File: src/rtl/lif_pkg.sv
// Shared definitions for the leaky integrate-and-fire neuron array: FSM encoding,
// default parameter values and width helpers for the saturating accumulator.
package lif_pkg;

    typedef enum logic [1:0] {
        ST_IDLE = 2'd0,
        ST_SCAN = 2'd1,
        ST_DONE = 2'd2
    } lif_fsm_e;

    localparam int DEF_WIDTH        = 8;
    localparam int DEF_N_CH         = 4;
    localparam int DEF_LEAK_SHIFT   = 1;
    localparam int DEF_REFRAC_STEPS = 2;

    // One guard bit is enough: s - (s >> k) + c never exceeds 2 * (2^WIDTH - 1).
    localparam int SUM_GUARD_BITS = 1;

    function automatic int cnt_width(input int steps);
        return (steps < 1) ? 1 : $clog2(steps + 1);
    endfunction

endpackage

File: src/rtl/lif_core.sv
// Combinational single-neuron update: leak, integrate, saturate, fire and skip detect.
// Refractory counting is present only when LIF_REFRACTORY_EN is defined.
module lif_core
    import lif_pkg::*;
#(
    parameter int WIDTH        = DEF_WIDTH,
    parameter int LEAK_SHIFT   = DEF_LEAK_SHIFT,
    parameter int REFRAC_STEPS = DEF_REFRAC_STEPS,
    parameter int CNT_W        = cnt_width(DEF_REFRAC_STEPS)
) (
    input  logic [WIDTH-1:0] s,
    input  logic [WIDTH-1:0] c,
    input  logic [WIDTH-1:0] threshold,
`ifdef LIF_REFRACTORY_EN
    input  logic [CNT_W-1:0] cnt,
    output logic [CNT_W-1:0] cnt_next,
`endif
    output logic [WIDTH-1:0] s_next,
    output logic             spike,
    output logic             skip
);

    localparam int SUM_W = WIDTH + SUM_GUARD_BITS;

    function automatic logic [WIDTH-1:0] saturate(input logic [SUM_W-1:0] v);
        return (v[SUM_W-1:WIDTH] != '0) ? {WIDTH{1'b1}} : v[WIDTH-1:0];
    endfunction

    logic [SUM_W-1:0] sum;
    logic [WIDTH-1:0] n;

    always_comb begin
        sum    = {1'b0, s} - {1'b0, (s >> LEAK_SHIFT)} + {1'b0, c};
        n      = saturate(sum);
        s_next = n;
        spike  = 1'b0;
`ifdef LIF_REFRACTORY_EN
        cnt_next = '0;
        skip     = (c == '0) && (s == '0) && (cnt == '0);
        // A refractory neuron is held at rest and ignores its input entirely.
        if (cnt != '0) begin
            s_next   = '0;
            cnt_next = cnt - CNT_W'(1);
        end else if (n >= threshold) begin
            s_next   = '0;
            spike    = 1'b1;
            cnt_next = CNT_W'(REFRAC_STEPS);
        end
`else
        skip = (c == '0) && (s == '0);
        if (n >= threshold) begin
            s_next = '0;
            spike  = 1'b1;
        end
`endif
    end

endmodule

File: src/rtl/lif_neuron_array.sv
// Time-multiplexed LIF neuron array: one shared lif_core scans N_CH channels per timestep.
// Define LIF_REFRACTORY_EN to add per-channel refractory counters.
module lif_neuron_array
    import lif_pkg::*;
#(
    parameter int WIDTH        = DEF_WIDTH,
    parameter int N_CH         = DEF_N_CH,
    parameter int LEAK_SHIFT   = DEF_LEAK_SHIFT,
    parameter int REFRAC_STEPS = DEF_REFRAC_STEPS
) (
    input  logic                         clk,
    input  logic                         rst_n,
    input  logic                         in_valid,
    output logic                         in_ready,
    input  logic [N_CH*WIDTH-1:0]        current,
    input  logic [WIDTH-1:0]             threshold,
    output logic                         out_valid,
    output logic [N_CH-1:0]              spike,
    output logic [N_CH*WIDTH-1:0]        state,
    output logic [$clog2(N_CH+1)-1:0]    active_count
);

    localparam int IDX_W = (N_CH > 1) ? $clog2(N_CH) : 1;
    localparam int AC_W  = $clog2(N_CH + 1);

    localparam logic [1:0] IDLE = ST_IDLE;
    localparam logic [1:0] SCAN = ST_SCAN;
    localparam logic [1:0] DONE = ST_DONE;

    logic [1:0]            fsm;
    logic [IDX_W-1:0]      idx;
    logic [N_CH*WIDTH-1:0] cur_q;
    logic [WIDTH-1:0]      thr_q;
    logic [N_CH*WIDTH-1:0] mem_q;
    logic [N_CH-1:0]       spike_q;
    logic [AC_W-1:0]       act_work;
    logic [AC_W-1:0]       act_q;

    logic [WIDTH-1:0]      s_next;
    logic                  spike_c;
    logic                  skip;
    logic                  last_ch;

    assign last_ch = (idx == IDX_W'(N_CH - 1));

`ifdef LIF_REFRACTORY_EN
    localparam int CNT_W = cnt_width(REFRAC_STEPS);

    logic [CNT_W-1:0] cnt_q [N_CH];
    logic [CNT_W-1:0] cnt_next;

    lif_core #(
        .WIDTH        (WIDTH),
        .LEAK_SHIFT   (LEAK_SHIFT),
        .REFRAC_STEPS (REFRAC_STEPS),
        .CNT_W        (CNT_W)
    ) u_core (
        .s         (mem_q[idx*WIDTH +: WIDTH]),
        .c         (cur_q[idx*WIDTH +: WIDTH]),
        .threshold (thr_q),
        .cnt       (cnt_q[idx]),
        .cnt_next  (cnt_next),
        .s_next    (s_next),
        .spike     (spike_c),
        .skip      (skip)
    );

    always_ff @(posedge clk or negedge rst_n) begin
        if (!rst_n) begin
            for (int i = 0; i < N_CH; i++) cnt_q[i] <= '0;
        end else if (fsm == SCAN && !skip) begin
            cnt_q[idx] <= cnt_next;
        end
    end
`else
    lif_core #(
        .WIDTH        (WIDTH),
        .LEAK_SHIFT   (LEAK_SHIFT),
        .REFRAC_STEPS (REFRAC_STEPS)
    ) u_core (
        .s         (mem_q[idx*WIDTH +: WIDTH]),
        .c         (cur_q[idx*WIDTH +: WIDTH]),
        .threshold (thr_q),
        .s_next    (s_next),
        .spike     (spike_c),
        .skip      (skip)
    );
`endif

    always_ff @(posedge clk or negedge rst_n) begin
        if (!rst_n) begin
            fsm      <= IDLE;
            idx      <= '0;
            cur_q    <= '0;
            thr_q    <= '0;
            mem_q    <= '0;
            spike_q  <= '0;
            act_work <= '0;
            act_q    <= '0;
        end else begin
            case (fsm)
                IDLE: begin
                    if (in_valid) begin
                        cur_q    <= current;
                        thr_q    <= threshold;
                        spike_q  <= '0;
                        idx      <= '0;
                        act_work <= '0;
                        fsm      <= SCAN;
                    end
                end
                SCAN: begin
                    // Skipped channels leave every register untouched.
                    if (!skip) begin
                        mem_q[idx*WIDTH +: WIDTH] <= s_next;
                        spike_q[idx]              <= spike_c;
                        act_work                  <= act_work + AC_W'(1);
                    end
                    if (last_ch) begin
                        act_q <= skip ? act_work : act_work + AC_W'(1);
                        fsm   <= DONE;
                    end else begin
                        idx <= idx + IDX_W'(1);
                    end
                end
                DONE:    fsm <= IDLE;
                default: fsm <= IDLE;
            endcase
        end
    end

    assign in_ready     = (fsm == IDLE);
    assign out_valid    = (fsm == DONE);
    assign spike        = spike_q;
    assign state        = mem_q;
    assign active_count = act_q;

endmodule

File: config.mk
export PLATFORM = sky130hd
export DESIGN_NAME = lif_neuron_array
export DESIGN_NICKNAME = d
export VERILOG_FILES = /design/src/rtl/lif_pkg.sv /design/src/rtl/lif_core.sv /design/src/rtl/lif_neuron_array.sv
export SDC_FILE = /design/constraint.sdc
export NUM_CORES = 1
export LEC_CHECK = 0
export CORE_ASPECT_RATIO = 0.7
export CORE_MARGIN = 1.5
export CORE_UTILIZATION = 38
export CTS_BUF_LIST = sky130_fd_sc_hd__clkbuf_8
export CTS_CLUSTER_SIZE = 8
export DETAILED_ROUTE_END_ITERATION = 8
export PLACE_DENSITY_LB_ADDON = 0.05
export REMOVE_ABC_BUFFERS = 1
export SYNTH_ARGS = -nofsm -noshare
export SYNTH_HDL_FRONTEND = slang
export SYNTH_SLANG_ARGS = --single-unit
File: constraint.sdc
create_clock -name clk -period 5.35 [get_ports clk]
set_input_delay 0.8025 -clock clk [delete_from_list [all_inputs] [get_ports clk]]
set_output_delay 0.8025 -clock clk [all_outputs]
set_load 0.05 [all_outputs]
==> run summary <==
RSZ-0062 raised after global routing: no
Crit path kind: flip-flop to flip-flop
Initial Utilization: 0.388
Fin area: 6210 um2
Syn Inst Count: 489
Worst-margin pin slew: 0.916 ns
Initial antenna violation count: 0
Multi-input logic area: 2470 um2
Vias per cell: 5.35
Outcome: complete, no violations
Setup violations, final: 0
PnR worst setup slack: 0.301 ns
CP max FO: 23
Share of the synthesized area in the top cell type: 0.446
Clock transition at path regs: 0.09 ns
Worst Setup Start Kind: flip-flop
Avg Synthesized Cell Area: 9.87 um2
Predominant post-synthesis flop cell: dfrtp_1
Post-Syn Area: 4820 um2
GR Util All Layers: 0.221
Critical path required time: 5.61 ns
DP HPWL: 10100 um
Clock tree buffer depth: 2
CTS Buf Count: 9
Number of synthesized register bits: 86
First-pass GRT wire length: 22300 um
Async set-reset flop share out of synthesis: 1.00
Vias: 4026
Die X: 138 um
Critical Path Sink Type: flip-flop
Gpl congestion: 0.878
Root buffer cell: clkbuf_8
Period utilization: 0.944
GRT Residual Overflow: 0
Fin nets: 662
Detailed Route Iter0 Violations: 258
Largest area contributor in the netlist: dfrtp_1
Share of cells above drive strength 1: 0.125
Routed Antenna Nets: 0
Io pins: 84
Worst relative slew slack: 0.388
Yosys warnings: 0
Largest net degree at the start of global routing: 60
Port Buffers: 83
Layout area overhead: 28.6%
Netlist cell types: 47
CP arrival: 5.31 ns
DRT Wirelength: 13500 um
F_max: 198 MHz
Clock skew: 0.0141 ns
Worst slack, placed: -0.131 ns
# H-tree levels: 3
Max-cap violations: 0
DRT Pass-1 Iters: 4
Cell Area, Placed: 5940 um2
Hold Crit Class: input port to asynchronous set/reset pin
# DRC: 0
Drt wl/cell: 17.9 um
WL met3: 778 um
Max layer used: met4
FF/Latch Area: 2150 um2
Metal2 WL: 5890 um
Fin. max-slew vios: 0
Row count: 34
Die ar.: 13400 um2
Seq/Total Area, Yosys: 0.446
Hold Violations, Final: 0
Min Tclk post-route: 5.05 ns
CTS tree: built
Die Span Y: 97.3 um
Top cells by area, synth: dfrtp_1, nand2_1, mux4_2
Final core utilization: 0.500
# diodes: 0
Worst-Skew Late Latency: 0.37 ns
Vias in the first global route: 4202
Fillers: 1173
CTS Sinks: 86
Placeable core area: 12400 um2
Number of synthesized flops with an enable pin: 0
DRT met1 WL: 6630 um
## worst paths after layout
check	from	endpoint	slack, ns	depth (start not counted)
hold reg to reg	cur_q[30]	cur_q[30]	0.48	2
hold / removal	rst_n	state[12]	0.34	1
setup / recovery	idx[0]	state[14]	0.30	18
min in group clk	cur_q[30]	cur_q[30]	0.48	2
max in group asynchronous	rst_n	state[18]	3.91	2
setup reg to reg	idx[0]	state[14]	0.30	18
## area by class of cell
| class | count | area share |
|---|---|---|
| clock buffers | 10 | 0.0222 |
| clock inverters | 6 | 0.0111 |
| inverters | 46 | 0.0278 |
| multi-input cells | 338 | 0.397 |
| flip-flops and latches | 86 | 0.347 |
| well taps | 162 | 0.0327 |
| repair buffers | 105 | 0.162 |
## sequential cells by signal, summed over array words and instances, names as in the netlist
name,count
cur_q,32
state,32
thr_q,8
spike,4
act_work,3
active_count,3
fsm,2
idx,2
## cells in the final DEF, fill, tap and decap left out, types with 3 or more instances in the layout
master           instances
a211oi_1                 3
a21o_1                   8
a21oi_1                  6
buf_4                   22
clkbuf_8                10
clkdlybuf4s50_1         82
dfrtp_1                 86
fa_1                     7
ha_1                    26
inv_1                   46
mux4_2                  16
nand2_1                120
nand2b_1                 3
nand3_1                  4
nand3_2                  4
nor2_1                   8
nor2b_1                  3
nor3_1                   3
o211ai_1                 4
o21ai_0                 36
o21ai_1                 13
o31ai_1                 35
or3_1                    3
xnor2_1                  3
## Yosys cell counts (2+ instances only)
library cell  number
a211oi_1           4
a21o_1             8
a21oi_1            7
a22oi_1            3
and4_1             2
buf_2              6
clkbuf_1          10
dfrtp_1           86
fa_1               7
ha_1              26
inv_1             46
mux2i_1            2
mux4_2            16
nand2_1          120
nand2b_1           3
nand3_1            4
nand3_2            4
nor2_1             8
nor2b_1            3
nor3_1             3
o2111ai_1          4
o211ai_1           4
o21ai_0           37
o21ai_1           14
o31ai_1           36
or3_1              3
xnor2_1            3
## what timing repair did
item,4_1_cts,5_1_grt
endpoints found under the setup margin,16,35
resized for setup,2,9
setup buffers,0,0
hold buffers,0,0
## per-layer routing
metal | track usage | vias to the layer above
li1 | - | 1905
met1 | 0.325 | 1967
met2 | 0.320 | 136
met3 | 0.0532 | 18
met4 | 0.0680 | 0
met5 | 0 | -
## cell families after synthesis
family,count (synthesis),share of synthesized area
flops,86,0.446
simple gates,158,0.150
buf+inv,65,0.0545
fa+ha+maj,33,0.0965
mux,18,0.0788
xor+xnor,4,0.00726
compound gates,125,0.167
## per-stage QoR
step                      std cells  hold slack, ns   TNS, ns
after detailed placement        737           0.462     -1.00
after CTS                       753           0.335  -0.00490
after global routing            753           0.346         0
after global placement          737           0.455    -0.266
after floorplan                 470           0.440         0
final                           753           0.339         0
## critical path, stage by stage (launching register included)
cell and delay [ns]:
dfrtp_1 0.38, buf_12 0.21, mux4_2 0.60, fa_1 0.51, inv_1 0.05, ha_1 0.24
a21o_1 0.23, a31o_2 0.26, or3_1 0.45, a22oi_2 0.29, inv_1 0.08, ha_1 0.29
a21o_1 0.16, a21o_1 0.18, a21oi_2 0.21, buf_4 0.18, o2111ai_1 0.17, buf_4 0.21
o31ai_1 0.22
Power is left out: the tool's default activity adds up to more than one toggle a clock period on the data nets, which glitch-free logic cannot reach.
